File: config.mk
export PLATFORM = sky130hd
export DESIGN_NAME = imem_boot_loader_flat
export DESIGN_NICKNAME = d
export VERILOG_FILES = /design/src/rtl/imem_boot_loader_pkg.sv /design/src/rtl/imem_boot_loader_if.sv /design/src/rtl/imem_boot_loader_byte_word_packer.sv /design/src/rtl/imem_boot_loader.sv /design/src/flat_wrapper.sv
export SDC_FILE = /design/constraint.sdc
export NUM_CORES = 1
export LEC_CHECK = 0
export CORE_AREA = 2 2 83 125
export CTS_CLUSTER_DIAMETER = 40
export CTS_CLUSTER_SIZE = 24
export DETAILED_ROUTE_END_ITERATION = 6
export DIE_AREA = 0 0 85 127
export PLACE_DENSITY = 0.78
export SLEW_MARGIN = 20
export SYNTH_ARGS = -nofsm -noshare
export SYNTH_HDL_FRONTEND = slang
export SYNTH_SLANG_ARGS = --single-unit
File: constraint.sdc
create_clock -name clk -period 4.15 [get_ports clk]
set_input_delay 0.6225 -clock clk [delete_from_list [all_inputs] [get_ports clk]]
set_output_delay 0.6225 -clock clk [all_outputs]
set_load 0.05 [all_outputs]
File: src/rtl/imem_boot_loader_pkg.sv
// Shared types and defaults for the serial instruction-memory boot loader.
// Holds the FSM encoding and the default frame marker and inter-byte timeout.
package imem_boot_loader_pkg;

  localparam logic [7:0] SYNC_BYTE_DEF      = 8'hA5;
  localparam int         TIMEOUT_CYCLES_DEF = 100000;

  typedef enum logic [2:0] {
    ST_IDLE   = 3'd0,
    ST_LEN_HI = 3'd1,
    ST_LEN_LO = 3'd2,
    ST_DATA   = 3'd3,
    ST_CHK    = 3'd4,
    ST_DONE   = 3'd5,
    ST_ERR    = 3'd6
  } state_t;

  // States that sit inside a frame: bytes are consumed and the timeout runs.
  function automatic logic in_frame(state_t s);
    return (s == ST_LEN_HI) || (s == ST_LEN_LO) || (s == ST_DATA) || (s == ST_CHK);
  endfunction

endpackage

File: src/rtl/imem_boot_loader_if.sv
// Byte-stream input, instruction-memory write port and status of the boot loader.
// Handshake: rx_valid is a strobe without ready; every cycle it is high exactly one byte is consumed.
interface imem_boot_loader_if
  import imem_boot_loader_pkg::*;
#(
  parameter int ADDR_WIDTH = 8
);
  logic                  rx_valid;
  logic [7:0]            rx_data;
  logic                  imem_we;
  logic [ADDR_WIDTH-1:0] imem_addr;
  logic [31:0]           imem_wdata;
  logic                  core_rst;
  logic                  load_done;
  logic                  load_err;
  logic                  busy;
  state_t                dbg_state;

  modport master (
    input  rx_valid, rx_data,
    output imem_we, imem_addr, imem_wdata, core_rst, load_done, load_err, busy, dbg_state
  );

  modport slave (
    output rx_valid, rx_data,
    input  imem_we, imem_addr, imem_wdata, core_rst, load_done, load_err, busy, dbg_state
  );
endinterface

File: src/rtl/imem_boot_loader_byte_word_packer.sv
// Packs a big-endian byte stream into 32-bit words; word_ready flags the 4th byte
// combinationally so the parent can register the write on the accepting edge.
module imem_boot_loader_byte_word_packer (
  input  logic        clk,
  input  logic        rst,
  input  logic        clear,
  input  logic        byte_valid,
  input  logic [7:0]  byte_data,
  output logic        word_ready,
  output logic [31:0] word_next
);
  logic [23:0] shift_q;
  logic [1:0]  idx_q;

  assign word_next  = {shift_q, byte_data};
  assign word_ready = byte_valid && (idx_q == 2'd3);

  always_ff @(posedge clk) begin
    if (rst || clear) begin
      shift_q <= '0;
      idx_q   <= '0;
    end else if (byte_valid) begin
      shift_q <= {shift_q[15:0], byte_data};
      idx_q   <= idx_q + 2'd1;
    end
  end
endmodule

File: src/rtl/imem_boot_loader.sv
// Serial program loader: parses SYNC/CNT/data/CHK frames, writes words into
// instruction memory and holds the core in reset until a checksum-valid image lands.
module imem_boot_loader
  import imem_boot_loader_pkg::*;
#(
  parameter int         ADDR_WIDTH     = 8,
  parameter logic [7:0] SYNC_BYTE      = SYNC_BYTE_DEF,
  parameter int         TIMEOUT_CYCLES = TIMEOUT_CYCLES_DEF
) (
  input logic clk,
  input logic rst,
  imem_boot_loader_if.master bus
);
  localparam int          IW  = ADDR_WIDTH + 1;
  localparam int          TW  = $clog2(TIMEOUT_CYCLES);
  localparam logic [16:0] CAP = 17'd1 << ADDR_WIDTH;

  state_t                state, state_n;
  logic [7:0]            cnt_hi;
  logic [15:0]           cnt;
  logic [7:0]            csum;
  logic [IW-1:0]         widx;
  logic [TW-1:0]         tmo;
  logic                  we_q;
  logic [ADDR_WIDTH-1:0] addr_q;
  logic [31:0]           wdata_q;

  logic        frame_active, frame_start, timeout, pack_en, word_ready, last_word;
  logic [31:0] word_next;
  logic [15:0] cnt_rx;

  assign frame_active = in_frame(state);
  assign frame_start  = bus.rx_valid && (bus.rx_data == SYNC_BYTE) && !frame_active;
  assign timeout      = frame_active && !bus.rx_valid && (tmo == TW'(TIMEOUT_CYCLES - 1));
  assign pack_en      = (state == ST_DATA) && bus.rx_valid;
  assign cnt_rx       = {cnt_hi, bus.rx_data};
  // Word index is one bit wider than the address so a full-capacity image compares cleanly.
  assign last_word    = (16'(widx) + 16'd1) == cnt;

  imem_boot_loader_byte_word_packer u_packer (
    .clk        (clk),
    .rst        (rst),
    .clear      (frame_start),
    .byte_valid (pack_en),
    .byte_data  (bus.rx_data),
    .word_ready (word_ready),
    .word_next  (word_next)
  );

  always_comb begin
    state_n = state;
    case (state)
      ST_IDLE, ST_DONE, ST_ERR: if (frame_start) state_n = ST_LEN_HI;
      ST_LEN_HI: if (bus.rx_valid) state_n = ST_LEN_LO;
      ST_LEN_LO: begin
        if (bus.rx_valid) begin
          if ({1'b0, cnt_rx} > CAP)  state_n = ST_ERR;
          else if (cnt_rx == 16'd0)  state_n = ST_CHK;
          else                       state_n = ST_DATA;
        end
      end
      ST_DATA: if (word_ready && last_word) state_n = ST_CHK;
      ST_CHK: if (bus.rx_valid) state_n = (bus.rx_data == csum) ? ST_DONE : ST_ERR;
      default: state_n = ST_IDLE;
    endcase
    // A byte on the threshold cycle suppresses the timeout (timeout requires !rx_valid).
    if (timeout) state_n = ST_ERR;
  end

  always_ff @(posedge clk) begin
    if (rst) begin
      state   <= ST_IDLE;
      cnt_hi  <= '0;
      cnt     <= '0;
      csum    <= '0;
      widx    <= '0;
      tmo     <= '0;
      we_q    <= 1'b0;
      addr_q  <= '0;
      wdata_q <= '0;
    end else begin
      state <= state_n;
      we_q  <= word_ready;
      tmo   <= (frame_active && !bus.rx_valid) ? tmo + TW'(1) : '0;
      if (word_ready) begin
        addr_q  <= widx[ADDR_WIDTH-1:0];
        wdata_q <= word_next;
        widx    <= widx + IW'(1);
      end
      if ((state == ST_LEN_HI) && bus.rx_valid) cnt_hi <= bus.rx_data;
      if ((state == ST_LEN_LO) && bus.rx_valid) cnt <= cnt_rx;
      if (pack_en) csum <= csum ^ bus.rx_data;
      if (frame_start) begin
        csum <= '0;
        widx <= '0;
      end
    end
  end

  assign bus.imem_we    = we_q;
  assign bus.imem_addr  = addr_q;
  assign bus.imem_wdata = wdata_q;
  assign bus.core_rst   = (state != ST_DONE);
  assign bus.load_done  = (state == ST_DONE);
  assign bus.load_err   = (state == ST_ERR);
  assign bus.busy       = frame_active;
  assign bus.dbg_state  = state;
endmodule

File: src/flat_wrapper.sv
// flat-port wrapper written by rule: the top's interface ports become plain ports
module imem_boot_loader_flat import imem_boot_loader_pkg::*;
#(
  parameter int         ADDR_WIDTH     = 8,
  parameter logic [7:0] SYNC_BYTE      = SYNC_BYTE_DEF,
  parameter int         TIMEOUT_CYCLES = TIMEOUT_CYCLES_DEF
)
  (clk, rst, bus_rx_valid, bus_rx_data, bus_imem_we, bus_imem_addr, bus_imem_wdata, bus_core_rst, bus_load_done, bus_load_err, bus_busy, bus_dbg_state);
  imem_boot_loader_if #(.ADDR_WIDTH(ADDR_WIDTH)) bus_i ();
  input logic clk;
  input logic rst;
  input wire logic [$bits(bus_i.rx_valid)-1:0] bus_rx_valid;
  input wire logic [$bits(bus_i.rx_data)-1:0] bus_rx_data;
  output wire logic [$bits(bus_i.imem_we)-1:0] bus_imem_we;
  output wire logic [$bits(bus_i.imem_addr)-1:0] bus_imem_addr;
  output wire logic [$bits(bus_i.imem_wdata)-1:0] bus_imem_wdata;
  output wire logic [$bits(bus_i.core_rst)-1:0] bus_core_rst;
  output wire logic [$bits(bus_i.load_done)-1:0] bus_load_done;
  output wire logic [$bits(bus_i.load_err)-1:0] bus_load_err;
  output wire logic [$bits(bus_i.busy)-1:0] bus_busy;
  output wire logic [$bits(bus_i.dbg_state)-1:0] bus_dbg_state;
  assign bus_i.rx_valid = bus_rx_valid;
  assign bus_i.rx_data = bus_rx_data;
  assign bus_imem_we = bus_i.imem_we;
  assign bus_imem_addr = bus_i.imem_addr;
  assign bus_imem_wdata = bus_i.imem_wdata;
  assign bus_core_rst = bus_i.core_rst;
  assign bus_load_done = bus_i.load_done;
  assign bus_load_err = bus_i.load_err;
  assign bus_busy = bus_i.busy;
  assign bus_dbg_state = bus_i.dbg_state;
  imem_boot_loader #(.ADDR_WIDTH(ADDR_WIDTH), .SYNC_BYTE(SYNC_BYTE), .TIMEOUT_CYCLES(TIMEOUT_CYCLES)) u_core (.clk(clk), .rst(rst), .bus(bus_i));
endmodule
==> run_results.csv <==
group,metric,value,unit
status,outcome,"complete, no violations",
power_and_ir_drop,p_leak,2.20,nW
cts,hold_buffers,0,
worst_setup_path,startpoint_type,"flip-flop",
floorplan,rows,44,
worst_setup_path,max_stage_delay,0.83,ns
route,drc_errors,0,
cts,path_clk_slew,0.05,ns
synthesis,synth_cell_type_count,52,
worst_setup_path,cp.arrival,2.29,ns
floorplan,core,9630,um2
route,drtIter0Drc,282,
placed_design,hpwlAfterDp,8.10,mm
global_route,grt_util_all_layers,0.246,
global_route,grt.overflow.total,0,
route,drt_wl_total,12.4,mm
sta,finalHoldViolCount,0,
synthesis,synth_top_area_cell,"dfxtp_1",
worst_setup_path,cp_top_family,"buffers and inverters",
sta,final.setup.tns,0,ns
floorplan,fp.dieArea,10800,um2
cts,h-tree-depth,4,
synthesis,synth_top_area_share,0.482,
power_and_ir_drop,ir_worst_vdd,0.000385,V
synthesis,synth_seq_area_share,0.482,
placed_design,place_congestion,0.827,
flow_run,drv_cap,0,
placed_design,dp_cells,808,
synthesis,synth_area,5320,um2
cts,numCtsBuffers,17,
sta,slew_headroom,0.436,
worst_setup_path,critPathBufInv,1,
sta,rsz0062_at_grt,"no",
cts,cts_tree,"done",
sta,setup_violations,0,
worst_setup_path,crit_chain,"or3_1 > and2_1 > clkdlybuf4s50_1",
sta,fmax,343,MHz
worst_setup_path,cp-end-kind,"output pin",
finish,final_util,0.681,
sta,worst_pin_slew,0.844,ns
finish,insertedDiodeCount,0,
route,drtAntennaViolNets,0,
finish,final_layout_size_suffix_gt1_frac,0.0636,
route,vias_per_cell,5.57,
floorplan,initial_core_util,0.552,
finish,fin_nets,726,
global_route,grt_max_degree,67,
worst_setup_path,crit_slowest_cell,"clkdlybuf4s50_1",
finish,fin_cells,838,
cts,cts.sinks,128,
finish,fin_area,6560,um2
cts,cts_resized,0,
synthesis,syn_inst,669,
synthesis,postSynth.asyncResetShare,0,
hold_path,hold_class,"flip-flop to flip-flop",
global_route,grt_pass1_wl,21.2,mm
global_route,first_global_vias,4514,
route,wire_per_inst,14.8,um
cts,clock_latency,0.42,ns
sta,slew_viol_final,0,
synthesis,synth_warnings,0,
finish,syn_to_final_growth,23.4,%
synthesis,synth_enable_flop_cells,0,
cts,clk_path_buf_depth,2,
synthesis,synthTopCellsByArea,"dfxtp_1 (48%), nand2_1 (14%), a21oi_1 (9.1%)",
cts,post_cts_buffers,0,
worst_setup_path,crit_fanout,16,
synthesis,syn_area_per_cell,7.95,um2
synthesis,synth-main-ff-cell,"dfxtp_1",
floorplan,num_io_pins,59,
placed_design,io_buffer_count,58,
synthesis,synth.net_count,683,
floorplan,die_w,85,um
power_and_ir_drop,powerDensity,512,nW/um2
global_route,antenna_found_initial,0,
sta,clock_skew,0.00468,ns
route,drt_first_pass_iters,5,
sta,finalCriticalPeriod,2.92,ns
cts,cts-root-buf,"clkbuf_16",
synthesis,synth_seq_cells,128,
worst_setup_path,cp.required,3.53,ns
route,vias,4664,
worst_setup_path,crit_type,"flip-flop to output pin",
floorplan,die_h,127,um
sta,period_share,0.703,
placed_design,dpl_cell_area,5920,um2
==> final timing paths <==
| path | from | endpoint | slack, ns | cells past startpoint |
|---|---|---|---|---|
| setup / recovery | u_core.bus.dbg_state[2] | bus_busy | 1.23 | 3 |
| hold / removal | u_core.bus.imem_wdata[21] | u_core.bus.imem_wdata[21] | 0.45 | 2 |
| setup reg to reg | u_core.bus.dbg_state[0] | u_core.bus.dbg_state[0] | 1.55 | 7 |
| hold reg to reg | u_core.bus.imem_wdata[21] | u_core.bus.imem_wdata[21] | 0.45 | 2 |
==> kinds of logic after synthesis <==
family	share of synthesized area
AND/OR/NAND/NOR	0.261
flip-flops	0.482
AO/OA/AOI/OAI	0.130
XOR/XNOR	0.0835
buffers and inverters	0.0360
adder cells (fa/ha/maj)	0.00706
==> per-layer routing <==
metal | wire length (um) | vias to the layer above | GRT usage
met2 | 6430 | 132 | 0.420
li1 | - | 2311 | -
met3 | 609 | 28 | 0.0633
met4 | 371 | 0 | 0.124
met1 | 4970 | 2193 | 0.281
met5 | 0 | - | 0
==> placed cells by master (no fill, tap or decap), drive strengths merged, types with 9 or more instances in the layout <==
master | synthesis | routed
a21oi | 97 | 97
clkbuf | 26 | 20
clkdlybuf4s50 | 0 | 57
dfxtp | 128 | 128
nand2 | 200 | 200
nand3 | 21 | 21
nor2 | 45 | 45
nor3 | 9 | 9
nor4 | 9 | 9
xnor2 | 24 | 24
xor2 | 24 | 24
==> layout make-up <==
cell class | count | area, um2
Sequential cell | 128 | 2560
Tap cell | 115 | 144
Inverter | 7 | 26.3
Clock buffer | 20 | 457
Timing Repair Buffer | 64 | 621
Clock inverter | 10 | 185
Fill cell | 804 | 3070
Multi-Input combinational cell | 494 | 2570
==> synthesized netlist by cell type, types with 2 or more instances <==
library cell / count
xor2_1: 24
nand3_1: 20
and3_1: 4
nand2b_1: 2
o211ai_1: 2
nor3_1: 9
nor4_1: 8
xnor2_1: 24
buf_1: 4
o21ai_0: 7
clkbuf_1: 26
ha_1: 3
and2_1: 7
buf_2: 9
a21oi_1: 97
and4_1: 3
nor2b_1: 2
nand4_1: 5
dfxtp_1: 128
or4_1: 2
or3_1: 4
nand2_1: 198
inv_1: 7
o31ai_1: 2
nor2_1: 45
==> sequential cells by signal (all words and copies together) (netlist names) <==
signal,count
u_core.u_packer.idx_q,2
u_core.bus.dbg_state,3
u_core.csum,8
u_core.bus.imem_we,1
u_core.bus.imem_addr,8
u_core.widx,9
u_core.cnt_hi,8
u_core.bus.imem_wdata,32
u_core.tmo,17
u_core.cnt,16
u_core.u_packer.shift_q,24
==> stage by stage <==
stage | setup WS, ns | hold WS [ns] | total power (W)
floorplan | 1.60 | 0.430 | 0.00165
global placement | 1.01 | 0.440 | 0.00176
detailed placement | 0.915 | 0.446 | 0.00176
CTS | 1.23 | 0.442 | 0.00337
global route | 1.09 | 0.456 | 0.00348
finish | 1.23 | 0.451 | 0.00336
==> tightest hold or removal path, cell delays in order, from the launching register on <==
cell     delay [ns]
dfxtp_1        0.30
nand2_1        0.05
a21oi_1        0.05
==> power breakdown <==
group	internal (W)	switching (W)	total (W)
sequential	0.00127	0.0000554	0.00132
clock	0.00109	0.000525	0.00161
combinational	0.000153	0.000274	0.000426
total	0.00251	0.000854	0.00336
(Power assumes the default switching activity.)
